<file path="config.mk">
export PLATFORM = sky130hd
export DESIGN_NAME = alu32_share_arbiter
export DESIGN_NICKNAME = d
export VERILOG_FILES = /design/src/rtl/alu32_share_arbiter.sv
export SDC_FILE = /design/constraint.sdc
export NUM_CORES = 1
export LEC_CHECK = 0
export BUFFER_PORTS_ARGS = -buffer_cell sky130_fd_sc_hd__buf_4
export CORE_ASPECT_RATIO = 0.8
export CORE_MARGIN = 3
export CORE_UTILIZATION = 37
export DETAILED_ROUTE_END_ITERATION = 8
export GPL_TIMING_DRIVEN = 0
export MAX_ROUTING_LAYER = met4
export PLACE_DENSITY_LB_ADDON = 0.25
export SYNTH_ARGS = -nofsm -noshare
export SYNTH_HDL_FRONTEND = slang
export SYNTH_SLANG_ARGS = --single-unit
</file>
<file path="constraint.sdc">
create_clock -name i_clk -period 2.5 [get_ports i_clk]
set_input_delay 0 -clock i_clk [delete_from_list [all_inputs] [get_ports i_clk]]
set_output_delay 0 -clock i_clk [all_outputs]
set_load 0.01 [all_outputs]
</file>
<file path="src/rtl/alu32_share_arbiter.sv">
// Round-robin arbiter that lets two requesters take turns on one external combinational ALU.
// Each op takes an accept cycle, an execute cycle and a response cycle.
module alu32_share_arbiter #(
  parameter int WIDTH = 32,
  parameter int OPW   = 3
) (
  input  logic             i_clk,
  input  logic             i_rst,

  input  logic             i_req0_valid,
  output logic             o_req0_ready,
  input  logic [WIDTH-1:0] i_req0_a,
  input  logic [WIDTH-1:0] i_req0_b,
  input  logic [OPW-1:0]   i_req0_op,
  input  logic             i_req0_cin,

  input  logic             i_req1_valid,
  output logic             o_req1_ready,
  input  logic [WIDTH-1:0] i_req1_a,
  input  logic [WIDTH-1:0] i_req1_b,
  input  logic [OPW-1:0]   i_req1_op,
  input  logic             i_req1_cin,

  output logic             o_rsp0_valid,
  input  logic             i_rsp0_ready,
  output logic [WIDTH-1:0] o_rsp0_result,
  output logic             o_rsp0_cout,

  output logic             o_rsp1_valid,
  input  logic             i_rsp1_ready,
  output logic [WIDTH-1:0] o_rsp1_result,
  output logic             o_rsp1_cout,

  output logic [WIDTH-1:0] o_alu_a,
  output logic [WIDTH-1:0] o_alu_b,
  output logic [OPW-1:0]   o_alu_op,
  output logic             o_alu_cin,
  input  logic [WIDTH-1:0] i_alu_result,
  input  logic             i_alu_cout
);

  typedef enum logic [1:0] {
    S_IDLE = 2'd0,
    S_EXEC = 2'd1,
    S_RESP = 2'd2
  } state_t;

  state_t           r_state;
  state_t           w_next;
  logic             r_prio;
  logic             r_gnt;
  logic [WIDTH-1:0] r_alu_a;
  logic [WIDTH-1:0] r_alu_b;
  logic [OPW-1:0]   r_alu_op;
  logic             r_alu_cin;
  logic [WIDTH-1:0] r_result;
  logic             r_cout;

  logic             w_sel;
  logic             w_accept;
  logic             w_rsp_take;
  logic             w_req0_ready;
  logic             w_req1_ready;

  // With both ports valid the priority bit breaks the tie; otherwise the lone valid port wins.
  always_comb begin
    w_sel        = 1'b0;
    w_accept     = 1'b0;
    w_rsp_take   = 1'b0;
    w_req0_ready = 1'b0;
    w_req1_ready = 1'b0;
    w_next       = r_state;

    if (i_req0_valid && i_req1_valid) begin
      w_sel = r_prio;
    end else begin
      w_sel = i_req1_valid;
    end

    case (r_state)
      S_IDLE: begin
        w_req0_ready = i_req0_valid && !w_sel;
        w_req1_ready = i_req1_valid && w_sel;
        w_accept     = i_req0_valid || i_req1_valid;
        if (w_accept) begin
          w_next = S_EXEC;
        end
      end
      S_EXEC: begin
        w_next = S_RESP;
      end
      S_RESP: begin
        w_rsp_take = r_gnt ? i_rsp1_ready : i_rsp0_ready;
        if (w_rsp_take) begin
          w_next = S_IDLE;
        end
      end
      default: begin
        w_next = S_IDLE;
      end
    endcase
  end

  always_ff @(posedge i_clk) begin
    if (i_rst) begin
      r_state <= S_IDLE;
    end else begin
      r_state <= w_next;
    end
  end

  // Operands stay on the ALU after the op finishes; only reset clears them.
  always_ff @(posedge i_clk) begin
    if (i_rst) begin
      r_prio    <= 1'b0;
      r_gnt     <= 1'b0;
      r_alu_a   <= '0;
      r_alu_b   <= '0;
      r_alu_op  <= '0;
      r_alu_cin <= 1'b0;
      r_result  <= '0;
      r_cout    <= 1'b0;
    end else begin
      if (w_accept) begin
        r_gnt     <= w_sel;
        r_alu_a   <= w_sel ? i_req1_a   : i_req0_a;
        r_alu_b   <= w_sel ? i_req1_b   : i_req0_b;
        r_alu_op  <= w_sel ? i_req1_op  : i_req0_op;
        r_alu_cin <= w_sel ? i_req1_cin : i_req0_cin;
      end
      if (r_state == S_EXEC) begin
        r_result <= i_alu_result;
        r_cout   <= i_alu_cout;
      end
      if (w_rsp_take) begin
        r_prio <= ~r_gnt;
      end
    end
  end

  assign o_req0_ready  = w_req0_ready;
  assign o_req1_ready  = w_req1_ready;
  assign o_rsp0_valid  = (r_state == S_RESP) && !r_gnt;
  assign o_rsp1_valid  = (r_state == S_RESP) && r_gnt;
  assign o_rsp0_result = r_result;
  assign o_rsp1_result = r_result;
  assign o_rsp0_cout   = r_cout;
  assign o_rsp1_cout   = r_cout;
  assign o_alu_a       = r_alu_a;
  assign o_alu_b       = r_alu_b;
  assign o_alu_op      = r_alu_op;
  assign o_alu_cin     = r_alu_cin;

  // Handshake invariants: at most one grant, and grants only while idle.
  assert property (@(posedge i_clk) disable iff (i_rst) !(o_req0_ready && o_req1_ready));
  assert property (@(posedge i_clk) disable iff (i_rst)
                   (o_req0_ready || o_req1_ready) |-> (r_state == S_IDLE));

endmodule

</file>
# Word level (Yosys, flattened, before mapping)

Index checks and enable logic that the tools add are counted.

Register bits after elaboration: 105
Output and inout bits: 138
Input bits: 175
Word-level logic and storage cells: 37

Reduce and logical (&&, ||, !) cells: 10
Bitwise logic cells: 1
Mux-type cells: 13
Eq/ne operators: 4

Operators with widths:

| kind                                                 | count |
|---|---|
| two-way mux 32 bit                                   | 2 |
| two-way mux 1 bit                                    | 7 |
| case mux 2 bit (3 select lines)                      | 1 |
| logical AND 1 bit                                    | 5 |
| two-way mux 2 bit                                    | 2 |
| != test 2 bit (second input constant)                | 2 |
| two-way mux 3 bit                                    | 1 |
| equality test 2 x 1 -> 1 bit (second input constant) | 1 |
| equality test 2 bit (second input constant)          | 1 |
| logical NOT 1 bit                                    | 2 |
| logical NOT 2 bit                                    | 1 |
| AND reduction 2 bit                                  | 1 |
| logical OR 1 bit                                     | 1 |
| NOT 1 bit                                            | 1 |

# Logic depth before layout (Yosys ltp)

Word-level depth: 5
Depth in mapped cells: 8
Mapped depth without buffers: 3

# Least setup slack after synthesis

Ideal clock, no wire load.

Kind: register to register
Start point: reg r_prio
End point: reg r_alu_a[0], in the netlist o_alu_a[0]
Data required time: 2412 ps
Setup time: 88 ps
Stages on the path, launching flop included: 6
Arrival time: 1342 ps
Slack: 1070 ps
Period minus slack after synthesis: 1430 ps
Path buffers: 2
Cell sequence: dfxtp_1 -> and2b_1 -> clkbuf_1 -> clkbuf_1 -> o21ai_0 -> a311oi_2

Word-level cells in the longest chain between the ends: 2

Ends and longest elaborated chain:

| what                   | line | RTL |
|---|---|---|
| start, declared        | 50   | `logic r_prio;` |
| start signal, assigned | 136  | `r_prio <= ~r_gnt;` |
| two-way mux 1 bit      | 74   | `if (i_req0_valid && i_req1_valid) begin` |
| two-way mux 32 bit     | 126  | `r_alu_a <= w_sel ? i_req1_a : i_req0_a;` |
| end signal, assigned   | 126  |  |
| end, declared          | 52   | `logic [WIDTH-1:0] r_alu_a;` |

Every way passes these cells.
A chain may end at the register's enable or synchronous reset.

# Worst setup path after layout

Start point: reg r_prio
End point: reg r_alu_b[12], in the netlist o_alu_b[12]

Word-level cells in the longest chain between the ends: 2

Ends and longest elaborated chain:

| what                 | line | RTL |
|---|---|---|
| two-way mux 1 bit    | 74   |  |
| two-way mux 32 bit   | 127  | `r_alu_b <= w_sel ? i_req1_b : i_req0_b;` |
| end signal, assigned | 127  |  |
| end, declared        | 53   | `logic [WIDTH-1:0] r_alu_b;` |

Every way passes these cells.

==> results.py <==
metrics = {
    "power_and_ir_drop": {
        "power-per-cell-area_nw_per_um2": 555,
        "combinationalPowerShare": 0.328,
        "sw_frac_of_total": 0.297,
        "max-vdd-ir-drop_v": 0.000306,
        "p_leak_nw": 4.19,
        "p_int_mw": 3.69,
        "sequentialPowerShare": 0.374,
        "p_clk_frac": 0.298,
        "p_sw_mw": 1.56,
    },
    "critical_path": {
        "cp-end-kind": "register",
        "worstPathMaxFanout": 10,
        "cp-start-kind": "register",
        "required_ps": 2790,
        "crit_type": "reg -> reg",
        "cp.arrival_ps": 2780,
    },
    "clocking": {
        "cts_tree": "yes",
        "cts_max_path_buffers": 2,
        "cts_root_buffer": "clkbuf_16",
        "numCtsBuffers": 9,
        "insertion_delay_ps": 340,
        "h-tree-depth": 3,
        "post_cts_buffers": 0,
        "clk_pin_slew_worst_paths_ps": 80,
        "cts_sinks": 105,
    },
    "global_routing": {
        "grt_overflow": 0,
        "grt_max_degree": 18,
        "antenna_found_initial": 0,
        "grtUsageMet2": 0.514,
        "grt_pass1_wl_um": 35300,
        "met3_usage": 0.0701,
        "gr-usage-all-layers": 0.309,
        "busiest_layer": "met2",
        "grt_pass1_vias": 6789,
        "met1_usage": 0.365,
    },
    "synthesis": {
        "syn_area_per_cell_um2": 8.06,
        "netlist_top_cells_count": "dfxtp_1, a21oi_1, nand3_1",
        "ys_ff_latch": 105,
        "ys_types": 25,
        "synth_area_um2": 4890,
        "ys.warnings.count": 0,
        "yosys-top-cells-area": "dfxtp_1, a21oi_1, a311oi_1, nand3_1, o21ai_0",
        "netlist_instances": 607,
        "synth_nets": 782,
        "synth_edf_count": 0,
        "synth.largest_area_cell": "dfxtp_1",
        "synthArstFlopShare": 0,
        "synthFlopType": "dfxtp_1",
        "yosysTopAreaCellShare": 0.430,
        "post-synth-top-count-cell": "dfxtp_1",
        "yosysSeqAreaShare": 0.430,
    },
    "detailed_routing": {
        "dr.first_iter.drc_count": 505,
        "drtAntennaViolNets": 0,
        "drcViolationCount": 0,
        "totalWireLength_um": 23000,
        "drt-pass1-iter-count": 4,
        "avgViaCountPerCell": 5.36,
        "wl_per_cell_um": 18.0,
        "vias": 6827,
    },
    "status": {
        "outcome": "finished, violations left",
        "violations": "hold timing",
    },
    "die": {
        "row_count": 36,
        "ioPinCount": 313,
        "die-area_um2": 14600,
        "core-area_um2": 12500,
        "dieHeight_um": 109,
        "initial_utilization": 0.391,
        "dieWidth_um": 135,
    },
    "hold_path": {
        "min_path_type": "in -> reg",
    },
    "layout": {
        "diodes": 0,
        "area_delta_synth_final_pct": 93.4,
        "drive_above_1_share": 0.349,
        "fin_nets": 1272,
    },
    "sta": {
        "setup-tns-final_ps": 0,
        "rsz0062_at_grt": "yes",
        "slew_violations": 0,
        "setup_violations": 0,
        "period_share": 0.999,
        "fin_hold_ws_ps": -2.89,
        "hold_viol_final": 1,
        "worst_slew_pin_slew_ps": 628,
        "period_needed_ps": 2500,
        "fin_skew_ps": 9.19,
        "clock.fmax_mhz": 400,
        "max-slew-margin-rel": 0.582,
    },
    "flow_run": {
        "drv_cap": 0,
    },
    "place": {
        "place_hpwl_um": 14800,
        "port-buffer-count": 310,
        "routabilityCongestion": 0.849,
    },
}
[path summary, 6_finish.rpt]
| kind | cells after the start | endpoint | slack [ps] | from |
|---|---|---|---|---|
| max reg2reg | 6 | o_alu_b[12]$_SDFFE_PP0P_ | 3 | r_prio$_SDFFE_PP0P_ |
| min | 3 | o_alu_b[30]$_SDFFE_PP0P_ | -3 | i_req0_b[30] |
| max | 6 | o_alu_b[12]$_SDFFE_PP0P_ | 3 | r_prio$_SDFFE_PP0P_ |
| min reg2reg | 2 | o_rsp0_result[7]$_SDFFE_PP0N_ | 470 | o_rsp0_result[7]$_SDFFE_PP0N_ |
[cell usage in the layout, fill, tap and decap left out, types with 52 or more instances in the layout]
cell type	n
buf_4	343
clkbuf_1	52
nand2_1	67
o21ai_0	68
a21oi_1	104
nand3_1	69
dlygate4sd3_1	169
dfxtp_1	105
a311oi_1	59
[layer usage]
metal	wire (µm)	up-vias
met2	11300	365
met3	1790	73
met4	799	0
li1	-	3175
met1	9080	3214
met5	0	-
[repair_timing]
item	CTS	global route
hold buffers	169	0
setup endpoints to repair	0	56
gates resized for setup	0	9
hold endpoints to repair	102	0
[state kept, by name (all words and copies together), names as in the netlist]
| register | count |
|---|---|
| o_alu_a | 32 |
| o_alu_b | 32 |
| o_alu_cin | 1 |
| o_alu_op | 3 |
| o_rsp0_cout | 1 |
| o_rsp0_result | 32 |
| r_gnt | 1 |
| r_prio | 1 |
| r_state | 2 |
[power groups by stage]
stage | sequential [mW] | clock (mW) | combinational, mW
final | 1.96 | 1.56 | 1.72
after global routing | 1.98 | 1.65 | 1.85
after CTS | 1.96 | 1.58 | 1.67
after detailed placement | 1.99 | 0 | 1.37
after global placement | 1.99 | 0 | 1.36
after floorplan | 2.06 | 0 | 0.582
[worst max-delay path: stages, from the launching register on]
cell	delay [ps]
dfxtp_1	390
nand2b_1	120
clkbuf_1	380
clkbuf_1	440
nand3_1	170
a311oi_1	360
dlygate4sd3_1	590
[metrics by stage]
stage               power, mW  setup WS (ps)  std cells  instance area [µm²]   util
global route             5.47           -113       1273                 9460  0.755
detailed placement       3.36            546       1088                 7430  0.594
global placement         3.35            564       1088                 7430  0.594
floorplan                2.64           1070        607                 4890      -
CTS                      5.20           22.5       1273                 9450  0.755
finish                   5.25           2.77       1273                 9460  0.755
[cells by family (layout without fill, tap and decap cells)]
group,after synthesis,after routing,share of synthesized area
simple gates,150,150,0.139
mux,1,1,0.00205
compound gates,242,242,0.313
buf+inv,109,604,0.116
flops,105,105,0.430
[area by class of cell]
cell class	count	area (µm²)
Fill cell	913	3060
Timing Repair Buffer	479	4020
Tap cell	171	214
Buffer	106	558
Inverter	3	11.3
Sequential cell	105	2100
Clock inverter	6	90.1
Multi-Input combinational cell	393	2220
Clock buffer	10	239
No activity file was read; power rests on OpenSTA's default activity.
